File: config.mk
export PLATFORM = sky130hd
export DESIGN_NAME = gowin_sdpb2_flat
export DESIGN_NICKNAME = d
export VERILOG_FILES = /design/src/rtl/sdpb_pkg.sv /design/src/rtl/gowin_sdpb2_if.sv /design/src/rtl/sdpb_out_reg.sv /design/src/rtl/gowin_sdpb2.sv /design/src/flat_wrapper.sv
export SDC_FILE = /design/constraint.sdc
export NUM_CORES = 1
export LEC_CHECK = 0
export CAP_MARGIN = 20
export CORE_AREA = 5 5 91 68
export CTS_BUF_LIST = sky130_fd_sc_hd__clkbuf_4 sky130_fd_sc_hd__clkbuf_8 sky130_fd_sc_hd__clkbuf_16
export DETAILED_ROUTE_END_ITERATION = 10
export DIE_AREA = 0 0 96 73
export HOLD_SLACK_MARGIN = 0.06
export PLACE_DENSITY = 0.77
export SLEW_MARGIN = 20
export SYNTH_ARGS = -nofsm -noshare
export SYNTH_HDL_FRONTEND = slang
export SYNTH_HIERARCHICAL = 1
export SYNTH_SLANG_ARGS = --single-unit
File: constraint.sdc
create_clock -name clk -period 3 [get_ports clk]
set_clock_uncertainty 0.2 [all_clocks]
set_input_delay 0.6 -clock clk [delete_from_list [all_inputs] [get_ports clk]]
set_output_delay 0.6 -clock clk [all_outputs]
set_load 0.02 [all_outputs]
File: src/rtl/sdpb_pkg.sv
// rtl/sdpb_pkg.sv - shared constants for the semi-dual-port block RAM
package sdpb_pkg;

   localparam int SDPB_BYPASS   = 0;
   localparam int SDPB_PIPELINE = 1;

   localparam int SDPB_ADDR_W = 6;
   localparam int SDPB_DATA_W = 1;
   localparam int SDPB_DEPTH  = 64;

endpackage

File: src/rtl/gowin_sdpb2_if.sv
// rtl/gowin_sdpb2_if.sv - write port A / read port B bundle for gowin_sdpb2
interface gowin_sdpb2_if
   import sdpb_pkg::*;
#(
   parameter int ADDR_W = SDPB_ADDR_W,
   parameter int DATA_W = SDPB_DATA_W
);

   logic              cea;
   logic [ADDR_W-1:0] ada;
   logic [DATA_W-1:0] din;
   logic              ceb;
   logic [ADDR_W-1:0] adb;
   logic              oce;
   logic [DATA_W-1:0] dout;

   modport master (
      output cea, ada, din, ceb, adb, oce,
      input  dout
   );

   modport slave (
      input  cea, ada, din, ceb, adb, oce,
      output dout
   );

endinterface

File: src/rtl/sdpb_out_reg.sv
// rtl/sdpb_out_reg.sv - read-data register with synchronous reset and enable
module sdpb_out_reg #(
   parameter int                DATA_W      = 1,
   parameter logic [DATA_W-1:0] RESET_VALUE = '0
) (
   input  logic              clk,
   input  logic              reset,
   input  logic              en,
   input  logic [DATA_W-1:0] d,
   output logic [DATA_W-1:0] q
);

   always_ff @(posedge clk) begin
      if (reset) begin
         q <= RESET_VALUE;
      end else if (en) begin
         q <= d;
      end
   end

endmodule

File: src/rtl/gowin_sdpb2.sv
// rtl/gowin_sdpb2.sv - single-clock semi-dual-port block RAM, read-first on collision
module gowin_sdpb2
   import sdpb_pkg::*;
#(
   parameter int                ADDR_W      = SDPB_ADDR_W,
   parameter int                DATA_W      = SDPB_DATA_W,
   parameter int                DEPTH       = SDPB_DEPTH,
   parameter int                READ_MODE   = SDPB_BYPASS,
   parameter logic [DATA_W-1:0] INIT_VALUE  = '0,
   parameter logic [DATA_W-1:0] RESET_VALUE = '0
) (
   input logic          clk,
   input logic          reset,
   gowin_sdpb2_if.slave bus
);

   localparam logic [ADDR_W:0] DEPTH_L = (ADDR_W + 1)'(DEPTH);

   if ((DEPTH > (2 ** ADDR_W)) || (DEPTH < 1) || (DATA_W < 1) ||
       ((READ_MODE != SDPB_BYPASS) && (READ_MODE != SDPB_PIPELINE))) begin : g_bad_cfg
      $error("gowin_sdpb2: illegal geometry or READ_MODE");
   end

   logic [DATA_W-1:0] mem [0:DEPTH-1] = '{default: INIT_VALUE};

   logic              wr_ok;
   logic              rd_ok;
   logic [DATA_W-1:0] rd_word;
   logic [DATA_W-1:0] rd_q;

   assign wr_ok = bus.cea && ({1'b0, bus.ada} < DEPTH_L);
   assign rd_ok = {1'b0, bus.adb} < DEPTH_L;

   // Reset only touches the output registers; the array keeps its contents.
   always_ff @(posedge clk) begin
      if (wr_ok) begin
         mem[bus.ada] <= bus.din;
      end
   end

   // Sampling the array before this edge's write gives read-first collisions.
   assign rd_word = rd_ok ? mem[bus.adb] : '0;

   sdpb_out_reg #(
      .DATA_W      (DATA_W),
      .RESET_VALUE (RESET_VALUE)
   ) u_rd_q (
      .clk   (clk),
      .reset (reset),
      .en    (bus.ceb),
      .d     (rd_word),
      .q     (rd_q)
   );

   if (READ_MODE == SDPB_PIPELINE) begin : g_pipe
      logic [DATA_W-1:0] out_q;

      sdpb_out_reg #(
         .DATA_W      (DATA_W),
         .RESET_VALUE (RESET_VALUE)
      ) u_out_q (
         .clk   (clk),
         .reset (reset),
         .en    (bus.oce),
         .d     (rd_q),
         .q     (out_q)
      );

      assign bus.dout = out_q;
   end else begin : g_bypass
      assign bus.dout = rd_q;
   end

endmodule

File: src/flat_wrapper.sv
// flat-port wrapper written by rule: the top's interface ports become plain ports
module gowin_sdpb2_flat import sdpb_pkg::*;
#(
   parameter int                ADDR_W      = SDPB_ADDR_W,
   parameter int                DATA_W      = SDPB_DATA_W,
   parameter int                DEPTH       = SDPB_DEPTH,
   parameter int                READ_MODE   = SDPB_BYPASS,
   parameter logic [DATA_W-1:0] INIT_VALUE  = '0,
   parameter logic [DATA_W-1:0] RESET_VALUE = '0
)
  (clk, reset, bus_cea, bus_ada, bus_din, bus_ceb, bus_adb, bus_oce, bus_dout);
  gowin_sdpb2_if #(.ADDR_W(ADDR_W), .DATA_W(DATA_W)) bus_i ();
  input logic clk;
  input logic reset;
  input wire logic [$bits(bus_i.cea)-1:0] bus_cea;
  input wire logic [$bits(bus_i.ada)-1:0] bus_ada;
  input wire logic [$bits(bus_i.din)-1:0] bus_din;
  input wire logic [$bits(bus_i.ceb)-1:0] bus_ceb;
  input wire logic [$bits(bus_i.adb)-1:0] bus_adb;
  input wire logic [$bits(bus_i.oce)-1:0] bus_oce;
  output wire logic [$bits(bus_i.dout)-1:0] bus_dout;
  assign bus_i.cea = bus_cea;
  assign bus_i.ada = bus_ada;
  assign bus_i.din = bus_din;
  assign bus_i.ceb = bus_ceb;
  assign bus_i.adb = bus_adb;
  assign bus_i.oce = bus_oce;
  assign bus_dout = bus_i.dout;
  gowin_sdpb2 #(.ADDR_W(ADDR_W), .DATA_W(DATA_W), .DEPTH(DEPTH), .READ_MODE(READ_MODE), .INIT_VALUE(INIT_VALUE), .RESET_VALUE(RESET_VALUE)) u_core (.clk(clk), .reset(reset), .bus(bus_i));
endmodule
==> results_dict.tcl <==
set metrics [dict create \
    routedWlPerCell_um 19.0 \
    max_freq_mhz 352 \
    rsz0062_at_grt "no" \
    placed_cells 293 \
    fp.dieH_um 73 \
    final_nets 247 \
    synth-simple-area-share 0.159 \
    firstDrtPassIters 4 \
    grt.overflow.total 0 \
    worst_pin_slew_ns 0.554 \
    synth_cells 206 \
    startpoint_type "input pin" \
    p_leak_nw 1.06 \
    max_slew_margin 0.631 \
    synth.distinct_cells 26 \
    viasPerCell 5.70 \
    final_cell_count_no_fill 309 \
    routed_wirelength_um 5870 \
    grt_antenna_before_repair 0 \
    drtIter0Drc 171 \
    hold_viol_final 0 \
    setup_viol 0 \
    vias 1761 \
    worstSkewPairLatency_ns 0.34 \
    clkTransAtPathRegs_ns 0.07 \
    total_power_w 0.00192 \
    grt_pass1_wl_um 9270 \
    status "complete, no violations" \
    htreeDepth 3 \
    slew_violations 0 \
    criticalPathCategory "input pin to flop" \
    ys_warn_count 6 \
    diodes 0 \
    cts_tree "built" \
    holdWs_ns 0.291 \
    dp_hpwl_um 3920 \
    ys_seq_elements 65 \
    cts_sinks 65 \
    die-width_um 96 \
    grt_start_max_net_pins 65 \
    synth_area_sq_um 2930 \
    period_share 0.946 \
    place.gp.congestion 0.795 \
    postCtsResizedCells 0 \
    cp.required_ns 3.04 \
    clock_path_buffers 2 \
    synth_nets 224 \
    cp.arrival_ns 2.88 \
    min_path_type "flop to flop" \
    core_sq_um 5350 \
    area_growth_pct 16.1 \
    layout_commonest_cell "nor2_1" \
    vdd_drop_max_mv 0.354 \
    synth_fa_ha_area_frac 0 \
    syn_avg_cell_area_sq_um 14.2 \
    postCtsHoldBufs 0 \
    synth_top_family_by_area "simple AND/OR/NAND/NOR gates" \
    grtUsageTotal 0.190 \
    start_util 0.547 \
    ant_nets 0 \
    max-cap-violations 0 \
    synth-compound-area-share 0.0158 \
    die_area_sq_um 7010 \
    clock-root-buffer "clkbuf_8" \
    postCtsSetupBuffers 0 \
    layout_common_cells "68 x nor2_1, 64 x edfxtp_1, 17 x clkdlybuf4s50_1" \
    row_count 23 \
    port-buffer-count 17 \
    synth-xor-area-share 0 \
    cts_made_buffers 9 \
    worst-path-max-fanout 6 \
    grt_pass1_vias 1833 \
    fin_crit_ns 2.84 \
    io_pins 19 \
    synth_mux_area_frac 0.143 \
    drc 0 \
    drive_gt1_frac 0.137 \
    crit_path_end_kind "flop" \
    fin_util 0.635 \
    ys_seq_area_frac 0.663 \
    powerDensity_nw_per_um2 564 \
]
[metal layers]
layer	share of wire	GRT usage	up-vias	wire, um
met5	0	0	-	0
met4	0.013	0.0757	0	79
met3	0.077	0.0691	7	452
met2	0.48	0.292	61	2810
met1	0.43	0.248	875	2530
li1	-	-	818	-
[synthesized netlist by cell type]
cell type | n | area (sq um)
nor2_1 | 68 | 255
edfxtp_1 | 64 | 1920
clkbuf_1 | 10 | 37.5
mux4_2 | 10 | 225
nand3_1 | 9 | 45.0
mux4_1 | 7 | 184
nand2_1 | 7 | 26.3
nor2b_1 | 5 | 31.3
nand3b_1 | 4 | 30.0
nand4_1 | 3 | 18.8
a22oi_1 | 2 | 15.0
nand2b_1 | 2 | 12.5
nor3_1 | 2 | 10.0
a21boi_0 | 1 | 7.51
a21oi_1 | 1 | 5.00
a32o_1 | 1 | 10.0
a41oi_1 | 1 | 8.76
and2b_1 | 1 | 7.51
buf_2 | 1 | 5.00
buf_6 | 1 | 11.3
dfxtp_1 | 1 | 20.0
mux2i_1 | 1 | 10.0
nand4b_1 | 1 | 8.76
or2_0 | 1 | 6.26
or3_1 | 1 | 6.26
or3b_2 | 1 | 8.76
[cell type report]
type	count	area [sq um]
clock inverter	7	85.1
fill	416	1950
clock buffer	9	124
sequential	65	1940
tap	75	93.8
multi-input combinational	129	932
timing repair buffer	24	223
[power breakdown]
part           total, W  internal, W  leakage (nW)  switching (W)
clock          0.000773     0.000459         0.104       0.000315
combinational  0.000137    0.0000620         0.372      0.0000747
sequential      0.00101      0.00100         0.584     0.00000188
total           0.00192      0.00152          1.06       0.000391
[per-stage QoR]
stage	setup TNS, ns	area (sq um)	setup slack [ns]
floorplan	0	2930	0.503
global placement	-0.172	3190	-0.172
detailed placement	-0.201	3190	-0.201
CTS	0	3400	0.161
global route	0	3400	0.0773
finish	0	3400	0.162
[state kept, by name, summed over array words and instances, names as in the netlist]
register	cells
u_core/u_rd_q/q	1
u_core/mem	64
[final timing paths]
path | from | end | slack (ns) | cells past startpoint
min reg2reg | u_core/u_rd_q/q$_SDFFE_PP0P_ | u_core/u_rd_q/q$_SDFFE_PP0P_ | 0.29 | 2
min | u_core/u_rd_q/q$_SDFFE_PP0P_ | u_core/u_rd_q/q$_SDFFE_PP0P_ | 0.29 | 2
max reg2reg | u_core/mem[2]$_DFFE_PP_ | u_core/u_rd_q/q$_SDFFE_PP0P_ | 0.77 | 6
max | bus_adb[1] | u_core/u_rd_q/q$_SDFFE_PP0P_ | 0.16 | 7
[cells by family after synthesis]
family	Yosys count
AND/OR/NAND/NOR	105
multiplexers	18
buffers and inverters	12
AO/OA/AOI/OAI	6
flip-flops	65
[critical path, stage by stage]
cell and delay, ns:
clkdlybuf4s50_1 0.63, mux4_1 0.59, mux4_2 0.45, or2_0 0.21, a32o_1 0.21, mux2i_1 0.13, nor2_1 0.05
No activity file was read; power rests on OpenSTA's default activity.
